### config.mk
export PLATFORM = sky130hd
export DESIGN_NAME = muldiv_unit
export DESIGN_NICKNAME = d
export VERILOG_FILES = /design/src/rtl/arc_pkg.sv /design/src/rtl/md_signfix.sv /design/src/rtl/muldiv_unit.sv
export SDC_FILE = /design/constraint.sdc
export NUM_CORES = 1
export LEC_CHECK = 0
export CORE_MARGIN = 1
export CORE_UTILIZATION = 30
export CTS_BUF_LIST = sky130_fd_sc_hd__clkbuf_4 sky130_fd_sc_hd__clkbuf_8 sky130_fd_sc_hd__clkbuf_16
export DETAILED_ROUTE_END_ITERATION = 8
export GPL_ROUTABILITY_DRIVEN = 0
export PLACE_DENSITY_LB_ADDON = 0.2
export SETUP_SLACK_MARGIN = 0.2
export SYNTH_ARGS = -nofsm -noshare
export SYNTH_HDL_FRONTEND = slang
export SYNTH_HIERARCHICAL = 1
export SYNTH_SLANG_ARGS = --single-unit
### constraint.sdc
create_clock -name i_clk -period 3.7 [get_ports i_clk]
set_clock_uncertainty 0.1 [all_clocks]
set_input_delay 0.74 -clock i_clk [delete_from_list [all_inputs] [get_ports i_clk]]
set_output_delay 0.74 -clock i_clk [all_outputs]
set_load 0.02 [all_outputs]
### src/rtl/arc_pkg.sv
// arc_pkg: shared opcode and state encodings for the multiply/divide path
package arc_pkg;
  typedef enum logic [2:0] {
    MD_MULT  = 3'd0,
    MD_MULTU = 3'd1,
    MD_DIV   = 3'd2,
    MD_DIVU  = 3'd3,
    MD_MTHI  = 3'd4,
    MD_MTLO  = 3'd5,
    MD_MFHI  = 3'd6,
    MD_MFLO  = 3'd7
  } md_op_e;
  typedef enum logic [1:0] {
    IDLE,
    RUN,
    FIX
  } md_state_e;
endpackage

### src/rtl/md_signfix.sv
// md_signfix: conditional two's-complement negate
module md_signfix #(
  parameter int W = 32
) (
  input  logic         i_neg,
  input  logic [W-1:0] i_data,
  output logic [W-1:0] o_data
);
  assign o_data = i_neg ? -i_data : i_data;
endmodule

### src/rtl/muldiv_unit.sv
// muldiv_unit: iterative shift-add multiplier / restoring divider owning HI and LO
module muldiv_unit
  import arc_pkg::*;
#(
  parameter int DATA_W = 32,
  parameter int CNT_W  = 5
) (
  input  logic              i_clk,
  input  logic              i_rst_n,
  input  logic              i_con_Valid,
  input  logic [2:0]        i_con_MdOp,
  input  logic [DATA_W-1:0] i_data_A,
  input  logic [DATA_W-1:0] i_data_B,
  output logic [DATA_W-1:0] o_data_Hi,
  output logic [DATA_W-1:0] o_data_Lo,
  output logic              o_con_Busy,
  output logic              o_con_Stall
);
  md_state_e state, state_nx;
  md_op_e op;
  logic [CNT_W-1:0] cnt;
  logic [DATA_W-1:0] hi_acc, lo_acc, opnd, abs_a, abs_b, quo, rem, mul_lo, div_hi, div_lo;
  logic [2*DATA_W-1:0] prod;
  logic [DATA_W:0] add_sum, shl, diff;
  logic is_div, qsign, rsign, start, sgn, div_op, dz, last, idle;
  assign op          = md_op_e'(i_con_MdOp);
  assign idle        = state == IDLE;
  assign o_con_Busy  = !idle;
  assign o_con_Stall = o_con_Busy & i_con_Valid;
  assign start       = i_con_Valid && idle && (op == MD_MULT || op == MD_MULTU || op == MD_DIV || op == MD_DIVU);
  assign sgn         = op == MD_MULT || op == MD_DIV;
  assign div_op      = op == MD_DIV || op == MD_DIVU;
  // A zero divisor runs unsigned on the raw dividend so the remainder ends up equal to it
  assign dz          = div_op && i_data_B == '0;
  assign last        = cnt == CNT_W'(DATA_W - 1);
  md_signfix #(.W(DATA_W)) u_abs_a (
    .i_neg  (sgn & i_data_A[DATA_W-1] & ~dz),
    .i_data (i_data_A),
    .o_data (abs_a)
  );
  md_signfix #(.W(DATA_W)) u_abs_b (
    .i_neg  (sgn & i_data_B[DATA_W-1]),
    .i_data (i_data_B),
    .o_data (abs_b)
  );
  md_signfix #(.W(2*DATA_W)) u_prod (
    .i_neg  (qsign),
    .i_data ({hi_acc, lo_acc}),
    .o_data (prod)
  );
  md_signfix #(.W(DATA_W)) u_quo (
    .i_neg  (qsign),
    .i_data (lo_acc),
    .o_data (quo)
  );
  md_signfix #(.W(DATA_W)) u_rem (
    .i_neg  (rsign),
    .i_data (hi_acc),
    .o_data (rem)
  );
  // One multiply or divide step on the accumulator pair
  always_comb begin
    add_sum = {1'b0, hi_acc} + (lo_acc[0] ? {1'b0, opnd} : '0);
    shl     = {hi_acc, lo_acc[DATA_W-1]};
    diff    = shl - {1'b0, opnd};
    mul_lo  = {add_sum[0], lo_acc[DATA_W-1:1]};
    div_hi  = diff[DATA_W] ? shl[DATA_W-1:0] : diff[DATA_W-1:0];
    div_lo  = {lo_acc[DATA_W-2:0], ~diff[DATA_W]};
  end
  // Next-state: accept a start in IDLE, iterate DATA_W times, one FIX cycle
  always_comb begin
    state_nx = state;
    state_nx = idle ? (start ? RUN : IDLE) : state == RUN ? (last ? FIX : RUN) : IDLE;
  end
  // State register
  always_ff @(posedge i_clk) begin
    if (!i_rst_n) state <= IDLE;
    else state <= state_nx;
  end
  // Operand latch and iteration registers; multiply keeps multiplier in lo_acc, divide keeps dividend there
  always_ff @(posedge i_clk) begin
    if (!i_rst_n) begin
      cnt    <= '0;
      hi_acc <= '0;
      lo_acc <= '0;
      opnd   <= '0;
      is_div <= 1'b0;
      qsign  <= 1'b0;
      rsign  <= 1'b0;
    end else if (start) begin
      cnt    <= '0;
      hi_acc <= '0;
      lo_acc <= div_op ? abs_a : abs_b;
      opnd   <= div_op ? abs_b : abs_a;
      is_div <= div_op;
      qsign  <= sgn & ~dz & (i_data_A[DATA_W-1] ^ i_data_B[DATA_W-1]);
      rsign  <= sgn & ~dz & i_data_A[DATA_W-1];
    end else if (state == RUN) begin
      cnt    <= cnt + CNT_W'(1);
      hi_acc <= is_div ? div_hi : add_sum[DATA_W:1];
      lo_acc <= is_div ? div_lo : mul_lo;
    end
  end
  // HI/LO: written by the FIX cycle or by an MTHI/MTLO taken in IDLE
  always_ff @(posedge i_clk) begin
    if (!i_rst_n) begin
      o_data_Hi <= '0;
      o_data_Lo <= '0;
    end else if (state == FIX) begin
      o_data_Hi <= is_div ? rem : prod[2*DATA_W-1:DATA_W];
      o_data_Lo <= is_div ? quo : prod[DATA_W-1:0];
    end else if (i_con_Valid && idle) begin
      o_data_Hi <= op == MD_MTHI ? i_data_A : o_data_Hi;
      o_data_Lo <= op == MD_MTLO ? i_data_A : o_data_Lo;
    end
  end
endmodule

==> reports/qor.yml <==
clocking:
  clockBufferDepth: 2
  cts_tree: "built"
  clkLatencyLatePin_ps: 470
  cts.sinks: 170
  cts_root_buffer: "clkbuf_16"
  htreeDepth: 4
  numCtsBuffers: 17
  clkTransAtPathRegs_ps: 70
global_routing:
  top_usage_layer: "met2"
  grt_max_degree: 88
  overflow: 0
  use_met3: 0.0558
  grtUsageMet1: 0.331
  grt_pass1_wl_mm: 107
  grtUsageTotal: 0.238
  antenna_found_initial: 1
  grtUsageMet2: 0.366
  grt_pass1_vias: 17400
die:
  coreArea_um2: 56900
  die_h_um: 243
  io_pins: 136
  die-area_um2: 59000
  initial_utilization: 0.306
  placementRows: 87
  fp.dieW_um: 243
setup_path:
  cp-start-kind: "register"
  critPathCaptureType: "register"
  crit_required_ps: 3990
  critPathMaxFanout: 5
  arrival_ps: 3700
  critPathKind: "register to register"
routing:
  drt_iter0_drc: 1560
  wl_per_cell_um: 22.4
  dr.pass1.iters: 7
  postRouteAntennaNets: 0
  drc_errors: 0
  drt_wl_total_mm: 72.2
  vias: 18400
  via_per_inst: 5.72
min_path:
  hold_path.class: "register to register"
synth:
  syn_area_per_cell_um2: 7.76
  synthFlopType: "dfxtp_1"
  async_flop_share: 0
  yosysMostFrequentCell: "nand2_1"
  synth.yosys.warnings: 6
  syn_inst: 2245
  synthTopCellsByCount: "nand2_1 (239), xnor2_1 (211), dfxtp_1 (170), mux2i_1 (167), a21oi_1 (148)"
  yosys-top-cells-area: "dfxtp_1 (20%), xnor2_1 (11%), mux2i_1 (9.6%), nand2_1 (5.1%), ha_1 (5.1%)"
  synth-seq-cells: 170
  synth_top_cell_by_area: "dfxtp_1"
  syn_nets: 2388
  syn_area_um2: 17400
  ys_types: 99
  synth_seq_area_share: 0.195
  synth_edf_count: 0
  synth_top_area_frac: 0.195
timing:
  timing.slew.headroom: 0.317
  grt_setup_unrepaired: "true"
  fin_crit_ps: 3410
  fin_ws_ps: 294
  min_period_over_period: 0.921
  slew_viol_final: 0
  timing_hold_violations_final: 0
  setup_violations: 0
  clock.fmax_mhz: 294
  tightest_slew_ps: 1020
cells_and_area:
  fin_nets: 2595
  final_cell_count_no_fill: 3219
  post-route-util: 0.377
  post_route_cells_drive_above_1_share: 0.136
  antenna_cells: 0
  areaGrowthSynthToFinish_pct: 23.3
placement:
  dpl.hpwl_mm: 56.8
  dp.cells: 3177
  numPortBuffers: 135
  dp_slack_ps: -13.0
power:
  p_leak_uw: 0.00858
  total_power_uw: 6680
  p_per_area_nw_per_um2: 311
  ir_drop_mv: 0.363
run:
  cap_violations: 0
outcome:
  status: "complete, no violations"
-- path summary, 6_finish.rpt --
kind | start | endpoint | slack, ps | cells after the start
setup / recovery | hi_acc[8] | o_data_Hi[31] | 290 | 9
hold / removal | cnt[4] | cnt[4] | 370 | 2
setup reg to reg | hi_acc[8] | o_data_Hi[31] | 290 | 9
hold reg to reg | cnt[4] | cnt[4] | 370 | 2
-- flip-flops by register name, indices dropped and copies added (netlist names) --
register / cells
opnd: 32
o_data_Lo: 32
qsign: 1
cnt: 5
rsign: 1
state: 2
is_div: 1
lo_acc: 32
hi_acc: 32
o_data_Hi: 32
-- cells in the final DEF, fill, tap and decap left out, types with 12 or more instances in the layout --
cell type	count
xnor2_1	211
or4_1	24
a31oi_1	14
and3_1	41
nor4_1	27
o211a_1	31
nor2b_1	75
buf_4	187
nand4_1	20
clkbuf_16	17
nand2_1	239
nor2_1	111
nand3_1	31
or2_2	13
o41ai_2	12
a211oi_1	72
ha_1	70
a21o_1	28
o21ai_0	108
nor3_1	24
xor2_1	26
nand2b_1	16
mux2i_1	167
a21oi_1	147
o31ai_1	60
inv_1	66
dfxtp_1	163
clkdlybuf4s50_1	134
o41ai_1	51
or3_1	24
and2_1	40
or4_4	12
-- power by group --
group / total [uW] / internal (uW) / switching (uW)
combinational: 2740 / 1120 / 1620
sequential: 2030 / 1920 / 116
clock: 1900 / 1040 / 860
-- metal layers --
layer | wire [um] | vias up
met5 | 0 | -
met4 | 1260 | 0
met3 | 5930 | 68
met2 | 31600 | 706
met1 | 33400 | 8942
li1 | - | 8694
-- through the flow --
stage	hold slack (ps)	area, um2	setup TNS, ps
floorplan	341	17400	0
global placement	348	20600	0
detailed placement	369	20600	-13.0
CTS	378	21300	0
global route	414	21500	0
finish	371	21500	0
-- final cells by class --
cell class,instances,area [um2]
clock buffers,21,468
clock inverters,9,115
fillers,5916,35500
inverters,68,255
multi-input cells,1861,13300
flip-flops and latches,170,3410
well taps,756,946
repair buffers,334,2960
-- worst max-delay path, stage by stage (launching register included) --
cell,delay [ps]
dfxtp_1,380
or4_4,630
or4_4,510
or4_4,540
o41ai_2,330
xnor2_1,170
mux2i_1,140
a211oi_1,350
a21oi_1,70
nor2b_1,110
-- cell families (layout without fill, tap and decap cells) --
| family | after synthesis | count (layout) | share of synthesized area |
|---|---|---|---|
| adders and majority gates | 73 | 73 | 0.0533 |
| xor gates and xnor gates | 237 | 237 | 0.119 |
| and+or+nand+nor | 757 | 757 | 0.229 |
| muxes | 170 | 170 | 0.0988 |
| buffers and inverters | 214 | 432 | 0.0520 |
| AOI/OAI and AO/OA | 624 | 624 | 0.252 |
| DFF | 170 | 170 | 0.195 |
-- timing repair --
| item | CTS | global route |
|---|---|---|
| gates resized for setup | 10 | 30 |
| buffers inserted | 3 | 9 |
| pin swaps | 0 | 13 |
| hold buffers | 0 | 0 |
| setup endpoints to repair | 19 | 42 |
| gates cloned | 0 | 0 |
Power figures use the tool's default switching activity.
